--- src/rtl/proc_pkg.sv ---
// Shared types and constants for the processor instruction feeder.
// Holds the feeder state encoding, core opcodes and the stop rule.
package proc_pkg;

    typedef enum logic [2:0] {
        S_IDLE  = 3'd0,
        S_FETCH = 3'd1,
        S_LOAD  = 3'd2,
        S_ISSUE = 3'd3,
        S_WAIT  = 3'd4,
        S_HALT  = 3'd5,
        S_ERROR = 3'd6
    } feed_state_e;

    localparam logic [2:0] OP_MV  = 3'b000;
    localparam logic [2:0] OP_MVT = 3'b001;
    localparam logic [2:0] OP_ADD = 3'b010;
    localparam logic [2:0] OP_SUB = 3'b011;

    // Opcodes 100-111 (bit 15 set) are not executed by the core.
    function automatic logic is_halt(input logic [15:0] w);
        logic [2:0] op;
        op = w[15:13];
        return !(op inside {OP_MV, OP_MVT, OP_ADD, OP_SUB});
    endfunction

endpackage

--- src/rtl/proc_feeder.sv ---
// Instruction feeder: fetches ROM words and issues them to the core
// over the DIN/Run/Done handshake, stopping on halt, end or timeout.
module proc_feeder
    import proc_pkg::*;
#(
    parameter int AW      = 5,
    parameter int CW      = 16,
    parameter int TIMEOUT = 4
) (
    input  logic          Clock,
    input  logic          Resetn,
    input  logic          Start,
    output logic [AW-1:0] MemAddr,
    input  logic [15:0]   MemQ,
    output logic [15:0]   DIN,
    output logic          Run,
    input  logic          Done,
    output logic          Busy,
    output logic          Halted,
    output logic          Error,
    output logic [CW-1:0] InstrCount
);

    localparam int WW = $clog2(TIMEOUT + 1);
    localparam logic [AW-1:0] PC_LAST = '1;
    localparam logic [WW-1:0] W_LAST  = WW'(TIMEOUT - 1);

    feed_state_e   state_q, state_d;
    logic [AW-1:0] pc_q, pc_d;
    logic [15:0]   din_q, din_d;
    logic          run_q, run_d;
    logic          busy_q, busy_d;
    logic          halted_q, halted_d;
    logic          error_q, error_d;
    logic [CW-1:0] cnt_q, cnt_d;
    logic [WW-1:0] wcnt_q, wcnt_d;

    always_comb begin
        state_d  = state_q;
        pc_d     = pc_q;
        din_d    = din_q;
        run_d    = 1'b0;
        busy_d   = busy_q;
        halted_d = halted_q;
        error_d  = error_q;
        cnt_d    = cnt_q;
        wcnt_d   = wcnt_q;
        unique case (state_q)
            S_IDLE, S_HALT, S_ERROR: begin
                if (Start) begin
                    state_d  = S_FETCH;
                    pc_d     = '0;
                    cnt_d    = '0;
                    halted_d = 1'b0;
                    error_d  = 1'b0;
                    busy_d   = 1'b1;
                end
            end
            S_FETCH: state_d = S_LOAD;
            S_LOAD: begin
                if (is_halt(MemQ)) begin
                    state_d  = S_HALT;
                    halted_d = 1'b1;
                    busy_d   = 1'b0;
                end else begin
                    state_d = S_ISSUE;
                    din_d   = MemQ;
                    run_d   = 1'b1;
                end
            end
            S_ISSUE: begin
                state_d = S_WAIT;
                wcnt_d  = '0;
            end
            S_WAIT: begin
                wcnt_d = wcnt_q + 1'b1;
                if (Done) begin
                    cnt_d = cnt_q + 1'b1;
                    // End of memory stops rather than wrapping the PC.
                    if (pc_q == PC_LAST) begin
                        state_d  = S_HALT;
                        halted_d = 1'b1;
                        busy_d   = 1'b0;
                    end else begin
                        state_d = S_FETCH;
                        pc_d    = pc_q + 1'b1;
                    end
                end else if (wcnt_q == W_LAST) begin
                    state_d = S_ERROR;
                    error_d = 1'b1;
                    busy_d  = 1'b0;
                end
            end
            default: state_d = S_IDLE;
        endcase
    end

    always_ff @(posedge Clock) begin
        if (!Resetn) begin
            state_q  <= S_IDLE;
            pc_q     <= '0;
            din_q    <= '0;
            run_q    <= 1'b0;
            busy_q   <= 1'b0;
            halted_q <= 1'b0;
            error_q  <= 1'b0;
            cnt_q    <= '0;
            wcnt_q   <= '0;
        end else begin
            state_q  <= state_d;
            pc_q     <= pc_d;
            din_q    <= din_d;
            run_q    <= run_d;
            busy_q   <= busy_d;
            halted_q <= halted_d;
            error_q  <= error_d;
            cnt_q    <= cnt_d;
            wcnt_q   <= wcnt_d;
        end
    end

    assign MemAddr    = pc_q;
    assign DIN        = din_q;
    assign Run        = run_q;
    assign Busy       = busy_q;
    assign Halted     = halted_q;
    assign Error      = error_q;
    assign InstrCount = cnt_q;

endmodule
--- config.mk ---
export PLATFORM = sky130hd
export DESIGN_NAME = proc_feeder
export DESIGN_NICKNAME = d
export VERILOG_FILES = /design/src/rtl/proc_pkg.sv /design/src/rtl/proc_feeder.sv
export SDC_FILE = /design/constraint.sdc
export NUM_CORES = 1
export LEC_CHECK = 0
export CORE_ASPECT_RATIO = 0.7
export CORE_MARGIN = 5
export CORE_UTILIZATION = 60
export DETAILED_ROUTE_END_ITERATION = 12
export DONT_BUFFER_PORTS = 1
export GPL_TIMING_DRIVEN = 0
export PLACE_DENSITY_LB_ADDON = 0.15
export SYNTH_ARGS = -nofsm -noshare
export SYNTH_HDL_FRONTEND = slang
export SYNTH_SLANG_ARGS = --single-unit
export TNS_END_PERCENT = 20
--- constraint.sdc ---
create_clock -name Clock -period 5.15 [get_ports Clock]
set_input_delay 0 -clock Clock [delete_from_list [all_inputs] [get_ports Clock]]
set_output_delay 0 -clock Clock [all_outputs]
set_load 0.01 [all_outputs]
==> results.ini, run 1 <==
[run_status]
outcome=complete, no violations

[critical_path]
arrival_ns=2.34
worstPathMaxFanout=5
cp.required_ns=5.37
path_class=flip-flop to flip-flop
worstSetupStartpoint=wcnt_q[0]
rr_startpoint=wcnt_q[0]
r2r_setup_slack_ns=3.02
crit_path_end=Busy
worst_setup_path_end_kind=flip-flop
cp-start-kind=flip-flop
r2r_end=Busy
ff2ff_path_depth=6

[grt]
grt_pass1_vias=2061
grt_pass1_wl_microns=10200
overflow=0
grt_max_degree=18
grt.total_usage_pct=23.8
antenna_found_initial=0

[pwr]
p_clk_share_pct=35.1
p_leak_nw=0.892
netSwitchingFraction_pct=29.0
peakVddDrop_mv=0.204
power.density_nw_per_um2=261
p_sw_mw=0.207
p_int_mw=0.506
p_comb_share_pct=11.7
power_frac_seq_pct=53.2

[clock_network]
htreeDepth=2
clk_latency_ns=0.32
cts_tree=built
clkTransAtPathRegs_ns=0.10
cts-root-buf=clkbuf_8
cts.path.max_buffers=2
cts.sinks=47
cts_buffers=5

[die]
dieArea_sq_um=5320
rows=19
coreArea_sq_um=3870
start_util_pct=61.1
boundaryPins=61
die_h_microns=62.5
die_width_microns=85.1

[logic_synthesis]
synth-edff-count=0
syn_area_sq_um=2370
synth_cells=288
ys_seq_elements=47
yosys_warnings=0
syn_area_per_cell_sq_um=8.22
syn_nets=313
synth-main-ff-cell=dfxtp_1
async_flop_share_pct=0
ys_seq_area_share_pct=39.8
yosys.cell_types.count=57

[finish]
nets=340
final_cell_mix=nand2_1, dfxtp_1, a21oi_1, dlygate4sd3_1, o21ai_0
drive_gt1_share_pct=8.54
finalInstanceArea_sq_um=2730
multi_input_area_sq_um=1300
layout_commonest_cell=nand2_1
n_antenna_cell=0
area_growth_pct=15.3
seq_area_sq_um=941
fillers=308

[drt]
ant_nets=0
viasPerCell=6.17
via_count=2270
drt-total-wl_microns=6260
drc=0
dr_wl_met3_microns=655
first_pass_iters=4
wl_met1_microns=2810
drtIter0Drc=228
wl_met2_microns=2730
top_layer=met4
drt-wirelength-per-cell_microns=17.0

[sta]
slew_violations=0
clock_skew_ns=0.00981
max_slew_margin_pct=48.0
max_freq_mhz=470
fin_crit_ns=2.13
rsz0062_at_grt=false
worstMarginPinSlew_ns=0.779
final_hold_viol_count=0
post-route-period-util_pct=41.3
timing.setup.tns_ns=0
setup_viol=0

[run]
cap_viol_max_count=0

[placement]
portBuffers=0
routabilityCongestion=0.890
dpl.hpwl_microns=4150
placed_area_sq_um=2430

[hold_path]
hold_path_class=input port to flip-flop

==> critical path, stage by stage, from the launching register on <==
cell and delay [ns]:
dfxtp_1 0.35, ha_1 0.20, ha_1 0.21, or3b_1 0.36, a221oi_1 0.57, o41ai_1 0.17
o311a_1 0.15
==> cell usage after synthesis, types with 3 or more instances <==
master	n	area, sq um
nand2_1	51	191
dfxtp_1	47	941
a21oi_1	33	165
o21ai_0	16	80.1
clkbuf_1	9	33.8
nand2b_1	9	56.3
nor2_1	9	33.8
or4_1	8	60.1
buf_2	7	35.0
inv_1	7	26.3
a31oi_1	6	37.5
nand3_1	6	30.0
o211ai_1	6	45.0
o31ai_1	6	45.0
ha_1	5	62.6
and2_1	4	25.0
nor2b_1	4	25.0
nand4_1	3	18.8
==> layer usage <==
metal  GRT usage (%)  up-vias
met5               0        -
met4            7.71        0
met3            8.83        7
met2            35.2       99
met1            32.0     1063
li1                -     1101
==> power by group through the flow <==
| stage | sequential, mW | clock (mW) | combinational, mW |
|---|---|---|---|
| after floorplan | 0.386 | 0 | 0.0557 |
| after global placement | 0.388 | 0 | 0.0700 |
| after detailed placement | 0.388 | 0 | 0.0707 |
| after CTS | 0.380 | 0.251 | 0.0807 |
| after global routing | 0.381 | 0.268 | 0.0910 |
| final | 0.379 | 0.250 | 0.0832 |
==> registers in the layout, summed over array words and instances, names as in the netlist <==
name        count
DIN            16
MemAddr         5
Busy            1
state_q         3
wcnt_q          3
InstrCount     16
Run             1
Error           1
Halted          1
==> cell type report <==
type	instances	area share [%]
multi-input combinational	213	47.7
sequential	47	34.5
timing repair buffer	20	7.34
buffer	20	3.49
clock buffer	5	2.52
tap	52	2.39
inverter	8	1.10
clock inverter	3	1.01
==> how the worst min path moves through the flow <==
stage	from	to	slack, ns	cells past startpoint
floorplan	MemQ[0]	DIN[0]	0.14	2
global placement	MemQ[1]	DIN[1]	0.14	2
detailed placement	MemQ[5]	DIN[5]	0.14	2
CTS	MemQ[15]	state_q[2]	0.04	3
global route	Resetn	InstrCount[8]	0.08	3
finish	Resetn	wcnt_q[2]	0.05	3
==> metrics by stage <==
stage | worst slack (ns) | util [%] | hold slack [ns] | power [mW] | instances
2_1_floorplan | 3.31 | - | 0.136 | 0.442 | 288
3_3_place_gp | 3.10 | 62.7 | 0.138 | 0.458 | 340
3_5_place_dp | 3.07 | 62.7 | 0.143 | 0.459 | 340
4_1_cts | 3.06 | 70.4 | 0.0381 | 0.711 | 368
5_1_grt | 2.89 | 70.4 | 0.0750 | 0.740 | 368
6_report | 3.02 | 70.4 | 0.0533 | 0.713 | 368
==> kinds of logic after synthesis <==
kind of cell / Yosys count / synth area share, %
DFF: 47 / 39.8
muxes: 2 / 0.846
xor gates and xnor gates: 2 / 0.740
adders and majority gates: 5 / 2.64
and+or+nand+nor: 116 / 26.8
AOI/OAI and AO/OA: 88 / 24.0
buffers and inverters: 28 / 5.29
==> repair_timing <==
action | 4_1_cts | 5_1_grt
hold buffers | 20 | 0
endpoints found under the hold margin | 15 | 0
setup buffers | 0 | 0
resized for setup | 0 | 0
(Power assumes the default switching activity.)
==> run 2: changes to the inputs <==
==> constraint.sdc (replaced) <==
create_clock -name Clock -period 2 [get_ports Clock]
set_input_delay 0 -clock Clock [delete_from_list [all_inputs] [get_ports Clock]]
set_output_delay 0 -clock Clock [all_outputs]
set_load 0.01 [all_outputs]
==> results.ini, run 2 (synthesis gave the netlist of run 1 again) <==
[critical_path]
path_cells=buf_2, buf_1, nor3b_2, clkbuf_2, o211ai_1, a31oi_1  ; was ha_1, ha_1, or3b_1, a221oi_1, o41ai_1, o311a_1
cp_slowest_cell=nor3b_2  ; was a221oi_1
ff2ff_path_depth=6  ; unchanged
path_buf_inv=3  ; was 0
rr_startpoint=state_q[1]  ; was wcnt_q[0]
worstPathMaxFanout=10  ; was 5
cp-start-kind=flip-flop  ; unchanged
path_class=flip-flop to flip-flop  ; unchanged
worst_setup_path_end_kind=flip-flop  ; unchanged
r2r_end=InstrCount[9]  ; was Busy
cpLargestDelayFamily=buffers and inverters  ; was compound AO/OA/AOI/OAI gates
cp.required_ns=2.24  ; was 5.37 ns
worstSetupStartpoint=state_q[1]  ; was wcnt_q[0]
r2r_setup_slack_ns=0.02  ; was 3.02 ns
crit_path_end=InstrCount[9]  ; was Busy
arrival_ns=2.22  ; was 2.34 ns
cp_slowest_stage_delay_ns=0.51  ; was 0.57 ns
cp.depth=6  ; unchanged

[sta]
max_freq_mhz=506  ; was 470 MHz
fin_crit_ns=1.98  ; was 2.13 ns
post-route-period-util_pct=98.8  ; was 41.3%
slew_violations=0  ; unchanged
worstMarginPinSlew_ns=0.783  ; was 0.779 ns
timing.setup.tns_ns=0  ; unchanged
clock_skew_ns=0.00571  ; was 0.00981 ns
max_slew_margin_pct=47.7  ; was 48.0%
setup_viol=0  ; unchanged
final_hold_viol_count=0  ; unchanged
rsz0062_at_grt=true  ; was false

[die]
coreArea_sq_um=3870  ; unchanged
dieArea_sq_um=5320  ; unchanged
boundaryPins=61  ; unchanged
die_h_microns=62.5  ; unchanged
start_util_pct=61.1  ; unchanged
die_width_microns=85.1  ; unchanged
rows=19  ; unchanged

[grt]
grt_max_degree=18  ; unchanged
grt.total_usage_pct=24.0  ; was 23.8%
overflow=0  ; unchanged
grt_pass1_wl_microns=10400  ; was 10,200 microns
antenna_found_initial=0  ; unchanged
grt_pass1_vias=2090  ; was 2,061

[finish]
finalInstanceArea_sq_um=2770  ; was 2730 sq um
final_cell_mix=nand2_1, dfxtp_1, a21oi_1, dlygate4sd3_1, o21ai_0  ; unchanged
multi_input_area_sq_um=1330  ; was 1300 sq um
layout_commonest_cell=nand2_1  ; unchanged
fin_cells=367  ; was 368
drive_gt1_share_pct=12.7  ; was 8.54%
n_antenna_cell=0  ; unchanged
nets=339  ; was 340
area_growth_pct=16.9  ; was 15.3%
seq_area_sq_um=950  ; was 941 sq um
fillers=300  ; was 308

[pwr]
p_leak_nw=0.905  ; was 0.892 nW
peakVddDrop_mv=0.514  ; was 0.204 mV
finalPower_mw=1.84  ; was 0.713 mW
power.density_nw_per_um2=664  ; was 261 nW/um^2

[drt]
drt-wirelength-per-cell_microns=17.1  ; was 17.0 microns
drtIter0Drc=200  ; was 228
ant_nets=0  ; unchanged
first_pass_iters=4  ; unchanged
drc=0  ; unchanged
via_count=2274  ; was 2,270
drt-total-wl_microns=6270  ; was 6260 microns
viasPerCell=6.20  ; was 6.17

[clock_network]
clkTransAtPathRegs_ns=0.10  ; about the same
cts-root-buf=clkbuf_8  ; unchanged
cts.sinks=47  ; unchanged
clk_latency_ns=0.32  ; about the same
htreeDepth=2  ; unchanged
cts_setup_buffers=0  ; unchanged
cts_buffers=5  ; unchanged
cts.path.max_buffers=2  ; unchanged
cts_tree=built  ; unchanged

[placement]
place_inst=340  ; unchanged
routabilityCongestion=0.890  ; unchanged
portBuffers=0  ; unchanged
placed_area_sq_um=2430  ; unchanged
dpl.hpwl_microns=4150  ; unchanged

[hold_path]
hold_path_class=input port to flip-flop  ; unchanged

[run_status]
outcome=complete, no violations  ; unchanged

[run]
cap_viol_max_count=0  ; unchanged

-- run 2: changes by cell type in the layout (fill, tap and decap cells not counted), sizes merged --
cell and delta:
clkbuf -1
-- run 2: worst reg2reg max path, cell delays in order (launching register included) --
cell and delay [ns]:
dfxtp_1 0.31, buf_2 0.18, buf_1 0.25, nor3b_2 0.51, clkbuf_2 0.33, o211ai_1 0.14, a31oi_1 0.18
-- run 2: routing by layer --
metal  GRT usage, %  vias to the layer above  wire (microns)
met5              0                        -               0
met2           35.1                       95            2740
met3           8.96                       10             605
met1           32.3                     1066            2830
met4           8.50                        0              97
li1               -                     1103               -
-- run 2: worst min path at each step --
stage | from | to | slack (ns) | cells past startpoint
detailed placement | MemQ[5] | DIN[5] | 0.14 | 2
CTS | MemQ[15] | state_q[2] | 0.04 | 3
finish | MemQ[15] | state_q[2] | 0.04 | 3
global placement | MemQ[1] | DIN[1] | 0.14 | 2
floorplan | MemQ[0] | DIN[0] | 0.14 | 2
global route | Resetn | InstrCount[8] | 0.08 | 3
-- run 2: area by class of cell --
cell class | instances | area share [%]
clock buffers | 5 | 2.49
clock inverters | 3 | 0.995
repair buffers | 20 | 7.24
multi-input cells | 213 | 48.0
plain buffers | 19 | 3.48
flip-flops and latches | 47 | 34.3
inverters | 8 | 1.09
well taps | 52 | 2.35
-- run 2: through the flow --
step	setup slack [ns]	hold slack, ns	util [%]
floorplan	0.162	0.136	-
global placement	-0.0501	0.138	62.7
detailed placement	-0.0777	0.143	62.7
CTS	-0.0325	0.0381	70.7
global route	-0.113	0.0750	71.4
finish	0.0237	0.0401	71.4
-- run 2: power by group --
part / switching (mW) / internal, mW / leakage (nW)
combinational: 0.129 / 0.0944 / 0.475
sequential: 0.0228 / 0.955 / 0.383
clock: 0.376 / 0.260 / 0.0467
-- run 2: timing repair --
item,CTS,global route
resized for setup,5,12
endpoints found under the setup margin,8,35
pin swaps,0,2
hold endpoints to repair,15,1
hold buffers,20,1
